## config.mk

```make
export PLATFORM = sky130hd
export DESIGN_NAME = half_adder_bist
export DESIGN_NICKNAME = d
export VERILOG_FILES = /design/src/rtl/half_adder_bist.sv
export SDC_FILE = /design/constraint.sdc
export NUM_CORES = 1
export LEC_CHECK = 0
export BUFFER_PORTS_ARGS = -buffer_cell sky130_fd_sc_hd__buf_2
export CAP_MARGIN = 20
export CORE_UTILIZATION = 52
export DETAILED_ROUTE_END_ITERATION = 7
export PLACE_DENSITY = 0.8
export SLEW_MARGIN = 20
export SYNTH_ARGS = -nofsm -noshare
export SYNTH_HDL_FRONTEND = slang
export SYNTH_SLANG_ARGS = --single-unit
```

## constraint.sdc

```tcl
create_clock -name clk -period 2.2 [get_ports clk]
set_input_delay 0.44 -clock clk [delete_from_list [all_inputs] [get_ports clk]]
set_output_delay 0.44 -clock clk [all_outputs]
set_load 0.05 [all_outputs]
```

## src/rtl/half_adder_bist.sv

```systemverilog
// half_adder_bist: exhaustive-sweep self-test engine driving and checking a half adder
module half_adder_bist #(
  parameter int NUM_PASSES = 1,
  parameter int ERR_W = 8
) (
  input  logic             clk,
  input  logic             rst,
  input  logic             start,
  output logic             a,
  output logic             b,
  input  logic             sum,
  input  logic             carry,
  output logic             busy,
  output logic             done,
  output logic             pass,
  output logic [ERR_W-1:0] err_count,
  output logic             fail_seen,
  output logic [1:0]       fail_vec
);
  localparam int PW = $clog2(NUM_PASSES + 1);
  localparam logic [PW-1:0] LAST = PW'(NUM_PASSES - 1);
  typedef enum logic [1:0] {IDLE, SETTLE, CHECK, DONE} state_t;
  state_t state;
  logic [PW-1:0] pcnt;
  logic mism;
  assign mism = (sum != (a ^ b)) | (carry != (a & b));
  assign busy = (state == SETTLE) || (state == CHECK);
  assign done = state == DONE;
  always_ff @(posedge clk) begin
    if (rst) begin
      state     <= IDLE;
      pcnt      <= '0;
      a         <= 1'b0;
      b         <= 1'b0;
      pass      <= 1'b0;
      err_count <= '0;
      fail_seen <= 1'b0;
      fail_vec  <= 2'b00;
    end else begin
      unique case (state)
        IDLE: if (start) begin
          {a, b}    <= 2'b00;
          pcnt      <= '0;
          pass      <= 1'b0;
          err_count <= '0;
          fail_seen <= 1'b0;
          fail_vec  <= 2'b00;
          state     <= SETTLE;
        end
        SETTLE: state <= CHECK;
        CHECK: begin
          if (mism) begin
            err_count <= (err_count == '1) ? err_count : err_count + 1'b1;
            if (!fail_seen) begin
              fail_seen <= 1'b1;
              fail_vec  <= {a, b};
            end
          end
          {a, b} <= {a, b} + 2'b01;
          state  <= SETTLE;
          if ({a, b} == 2'b11) begin
            if (pcnt < LAST) begin
              pcnt <= pcnt + 1'b1;
            end else begin
              pass  <= !(fail_seen || mism);
              state <= DONE;
            end
          end
        end
        DONE: state <= IDLE;
        default: state <= IDLE;
      endcase
    end
  end
endmodule

```

# ---- Word level (Yosys, flattened, before mapping)
# Index checks and enable logic that the tools add are counted.
dict set report word_totals {
  reg_bits 17
  output_inout_bits 16
  word_cells 63
}
dict set report classes {
  addsub 3
  n_lt_le_gt_ge 1
  n_eq_ne 14
  mux 23
  bitwise 3
  n_reduce_logical 11
}
# cell count
set ops {}
lappend ops {{8-bit two-way mux} 3}
lappend ops {{8-bit one-hot mux with 2 select lines} 1}
lappend ops {{4-bit AND reduction} 4}
lappend ops {{2-bit two-way mux} 6}
lappend ops {{2-bit inequality test (second input constant)} 5}
lappend ops {{1-bit one-hot mux with 2 select lines} 5}
lappend ops {{8-bit by 1-bit adder with 8-bit output (second input constant)} 1}
lappend ops {{8-bit == test (second input constant)} 1}
lappend ops {{2-bit one-hot mux with 4 select lines} 1}
lappend ops {{2-bit == test (second input constant)} 3}
lappend ops {{1-bit two-way mux} 6}
lappend ops {{2-bit by 1-bit inequality test with 1-bit output (second input constant)} 2}
lappend ops {{2-bit one-hot mux with 2 select lines} 1}
lappend ops {{3-bit AND reduction} 1}
lappend ops {{2-bit by 1-bit adder with 2-bit output (second input constant)} 1}
lappend ops {{2-bit by 1-bit == test with 1-bit output (second input constant)} 1}
lappend ops {{2-bit logical NOT} 1}
lappend ops {{1-bit logical OR} 2}
lappend ops {{1-bit inequality test} 2}
lappend ops {{2-bit AND reduction} 1}
lappend ops {{2-bit nonzero test} 1}
lappend ops {{1-bit adder (second input constant)} 1}
lappend ops {{1-bit AND} 1}
lappend ops {{1-bit logical NOT} 1}
lappend ops {{3 further kinds} 3}

# ---- Longest topological paths before layout
dict set report logic_depth {
  depth_word 8
  ltp_mapped 7
  ltp_nobuf 6
}

# ---- Worst setup path after synthesis
# No wires, ideal clock.
dict set report synth_path {
  kind {register to register}
  start {register b}
  end {register pass}
  setup_ns 0.071
  t_arrival_ns 1.925
  required_ns 2.129
  setup_slack_ns 0.204
  path_stages_with_launch 6
  n_path_buf 0
  cell_sequence {dfxtp_1 > ha_1 > xnor2_1 > nand3_1 > or3_1 > a21oi_1}
}
dict set report synth_via {
  elab_chain_cells 8
}
# element line_no
set synth_lines {}
lappend synth_lines {{start: declaration} 10} ;# output logic b,
lappend synth_lines {{start signal: assignment} 59} ;# {a, b} <= {a, b} + 2'b01;
lappend synth_lines {{1-bit bitwise XOR or 1-bit AND (tied branches)} 26} ;# assign mism = (sum != (a ^ b)) | (carry != (a & b));
lappend synth_lines {{1-bit inequality test} 26}
lappend synth_lines {{1-bit OR} 26}
lappend synth_lines {{1-bit logical OR} 65} ;# pass <= !(fail_seen || mism);
lappend synth_lines {{1-bit logical NOT} 65}
lappend synth_lines {{1-bit two-way mux} 62} ;# if (pcnt < LAST) begin
lappend synth_lines {{1-bit two-way mux} 61} ;# if ({a, b} == 2'b11) begin
lappend synth_lines {{1-bit one-hot mux with 2 select lines} 40} ;# unique case (state)
lappend synth_lines {{end signal: assignment} 65}
lappend synth_lines {{end: declaration} 15} ;# output logic pass,
# Several ways; a longest one is shown, not always the timed one. The select of a mux whose other input is x is not followed.
# A chain may end at the register's enable or synchronous reset.

# ---- Worst setup path after layout
dict set report layout_path {
  start {register a}
  end {register pass}
}
dict set report layout_via {
  elab_chain_cells 8
}
# element line_no
set layout_lines {}
lappend layout_lines {{start: declaration} 9} ;# output logic a,
lappend layout_lines {{start signal: assignment} 59}
lappend layout_lines {{1-bit bitwise XOR or 1-bit AND (tied branches)} 26}
lappend layout_lines {{1-bit inequality test} 26}
lappend layout_lines {{1-bit OR} 26}
lappend layout_lines {{1-bit logical OR} 65}
lappend layout_lines {{1-bit logical NOT} 65}
lappend layout_lines {{1-bit two-way mux} 62}
lappend layout_lines {{1-bit two-way mux} 61}
lappend layout_lines {{1-bit one-hot mux with 2 select lines} 40}
# Several ways; a longest one is shown, not always the timed one. The select of a mux whose other input is x is not followed.

==> impl_metrics.csv <==
group,metric,value,unit
critical_path,crit_chain,"ha_1, xnor2_1, nand3_1, or3_1, a21oi_1",
logic_synthesis,async_flop_share,0,%
power,leakagePower,0.425,nW
hold_path,hold_path_class,"register to register",
layout,layout_common_cells,"20 x buf_2, 16 x dfxtp_1, 11 x nand2_1, 9 x a21oi_1",
layout,finalNetCount,140,
layout,areaGrowthSynthToFinish,14.0,%
critical_path,end_kind,"register",
global_routing,grt_busiest_layer,"met1",
timing,setup_tns,0,ps
drt,firstDrtPassIters,4,
critical_path,worstPathMaxFanout,4,
global_routing,track_usage,21.2,%
timing,setup_violations,0,
timing,slew_violations,0,
clock_tree,root_buffer,"clkbuf_4",
layout,drive_above_1_share,22.8,%
logic_synthesis,ys_types,35,
global_routing,grt_max_degree,20,
layout,utilization,63.1,%
logic_synthesis,seq_area_frac_synth,33.9,%
floorplanning,die_area,1990,um2
critical_path,required,2430,ps
critical_path,setup.worst_path.end,"pass$_SDFFE_PP0P_",
clock_tree,htreeDepth,1,
logic_synthesis,synth.top_cell.area_share,33.9,%
critical_path,r2r_end,"pass$_SDFFE_PP0P_",
floorplanning,rows,15,
status,status,"complete, no violations",
logic_synthesis,synth_flop_cell,"dfxtp_1",
layout,final_common_cell,"buf_2",
global_routing,antenna_found_initial,0,
drt,routed_wirelength,2.02,mm
timing,fmax,544,MHz
drt,vias,893,
logic_synthesis,ys_ff_latch,16,
global_routing,grt_pass1_wl,3.08,mm
placement,dp_hpwl,1.41,mm
floorplanning,die_w,44.6,um
layout,fin_area,1080,um2
floorplanning,core_area,1710,um2
critical_path,reg2reg_depth,5,
layout,fillCellCount,149,
clock_tree,tritoncts,"built",
logic_synthesis,synth_cells,108,
critical_path,criticalPathCategory,"register to register",
critical_path,regToRegSetupSlack,360,ps
drt,routedWlPerCell,13.3,um
global_routing,grt_pass1_vias,679,
timing,hold_viol_final,0,
clock_tree,cts_setup_buffers,0,
global_routing,grt_use_met1,30.4,%
floorplanning,initial_core_util,55.3,%
placement,place.gp.congestion,0.820,
logic_synthesis,ys_warn_count,0,
critical_path,worst_path_max_delay_cell,"xnor2_1",
layout,diodes,0,
clock_tree,clkTransAtPathRegs,90,ps
global_routing,use_met3,6.12,%
clock_tree,cts_sinks,16,
timing,fin_skew,4.95,ps
power,powerDensity,626,nW/um2
clock_tree,ctsResizeCount,0,
hold_path,hold_depth,2,
power,peakVddDrop,469,uV
clock_tree,hold_buffers,0,
logic_synthesis,synth_enable_flop_cells,0,
flow_run,maxCapViolations,0,
critical_path,slowest_delay,390,ps
timing,worst_slew_margin_rel,68.1,%
clock_tree,clk_latency,290,ps
critical_path,cp-startpoint,"a$_SDFFE_PP0P_",
floorplanning,die_height,44.6,um
critical_path,r2r_start,"a$_SDFFE_PP0P_",
critical_path,cp.arrival,2070,ps
logic_synthesis,syn_nets,119,
timing,layout_min_cycle_time,1840,ps
drt,drc_errors,0,
timing,fin_crit_sh,83.6,%
timing,tightest_slew,479,ps
timing,rsz0062_at_grt,"false",
logic_synthesis,syn_avg_cell_area,8.75,um2
clock_tree,ctsLongestPathBuffers,2,
placement,io_buffers,20,
drt,drt_first_iter_violations,17,
logic_synthesis,syn_area,945,um2
floorplanning,ios,21,
global_routing,met2_usage,30.0,%
clock_tree,cts_inserted_buffers,3,
drt,detail-route-antenna-nets,0,
global_routing,gr-total-overflow,0,
logic_synthesis,yosysTopAreaCell,"dfxtp_1",
placement,placed_area,1050,um2
drt,vias_per_cell,5.88,
critical_path,start_kind,"register",
logic_synthesis,netlist_top_cells_area,"dfxtp_1 34%, ha_1 7.9%, a21oi_1 4.8%",
[how the worst min path moves through the flow]
stage                               start                    end  slack, ps
detailed placement      pass$_SDFFE_PP0P_      pass$_SDFFE_PP0P_        460
floorplan           state[1]$_SDFFE_PP0P_  state[1]$_SDFFE_PP0P_        460
global placement        pass$_SDFFE_PP0P_      pass$_SDFFE_PP0P_        440
CTS                     pass$_SDFFE_PP0P_      pass$_SDFFE_PP0P_        470
global route            pass$_SDFFE_PP0P_      pass$_SDFFE_PP0P_        490
finish                  pass$_SDFFE_PP0P_      pass$_SDFFE_PP0P_        460
[cells in the mapped netlist (all sizes together) (3+ instances only)]
| library cell | n |
|---|---|
| nor2 | 6 |
| nand2b | 4 |
| buf | 3 |
| nand4 | 3 |
| nor2b | 4 |
| inv | 5 |
| a31oi | 4 |
| dfxtp | 16 |
| nand2 | 11 |
| nand3 | 5 |
| a21oi | 9 |
| a211oi | 5 |
| ha | 6 |
[critical path: cells and delay by family (launching register included)]
family / cells / cell delay, ps
compound gates: 1 / 140
xor+xnor: 1 / 390
fa+ha+maj: 1 / 340
flops: 1 / 350
simple gates: 2 / 560
[kinds of logic after synthesis]
| group | count (synthesis) | synth area share, % |
|---|---|---|
| flip-flops | 16 | 33.9 |
| XOR/XNOR | 2 | 1.85 |
| AO/OA/AOI/OAI | 32 | 26.9 |
| buffers and inverters | 10 | 5.03 |
| adder cells (fa/ha/maj) | 6 | 7.95 |
| AND/OR/NAND/NOR | 41 | 22.9 |
| multiplexers | 1 | 1.46 |
[state kept, by name, summed over array words and instances, names as in the netlist]
signal     flops
a              1
b              1
err_count      8
fail_seen      1
fail_vec       2
pass           1
state          2
[layout make-up]
class / count / area, um2 / share of cell area, %
clock buffers: 3 / 22.5 / 2.09
inverters: 5 / 18.8 / 1.74
multi-input cells: 82 / 577 / 53.5
flip-flops and latches: 16 / 320 / 29.7
well taps: 25 / 31.3 / 2.90
repair buffers: 21 / 108 / 9.99
[metrics by stage]
step / total power, mW / instances / worst slack (ps) / hold WS, ps
4_1_cts: 0.672 / 152 / 371 / 470
3_3_place_gp: 0.512 / 149 / 449 / 438
3_5_place_dp: 0.515 / 149 / 404 / 456
5_1_grt: 0.702 / 152 / 216 / 492
6_report: 0.674 / 152 / 361 / 463
2_1_floorplan: 0.487 / 108 / 204 / 465
[report_power, final]
part	total [mW]	switching (mW)	internal, mW
clock network	0.162	0.0984	0.0637
registers	0.312	0.0116	0.300
logic	0.201	0.138	0.0630
total	0.674	0.248	0.427
[layer usage]
layer / vias to the layer above / wire length (um)
met5: - / 0
met4: 0 / 12
met3: 2 / 119
met2: 32 / 916
met1: 414 / 970
li1: 445 / -
Note: power is estimated with default switching activity, not from simulation.
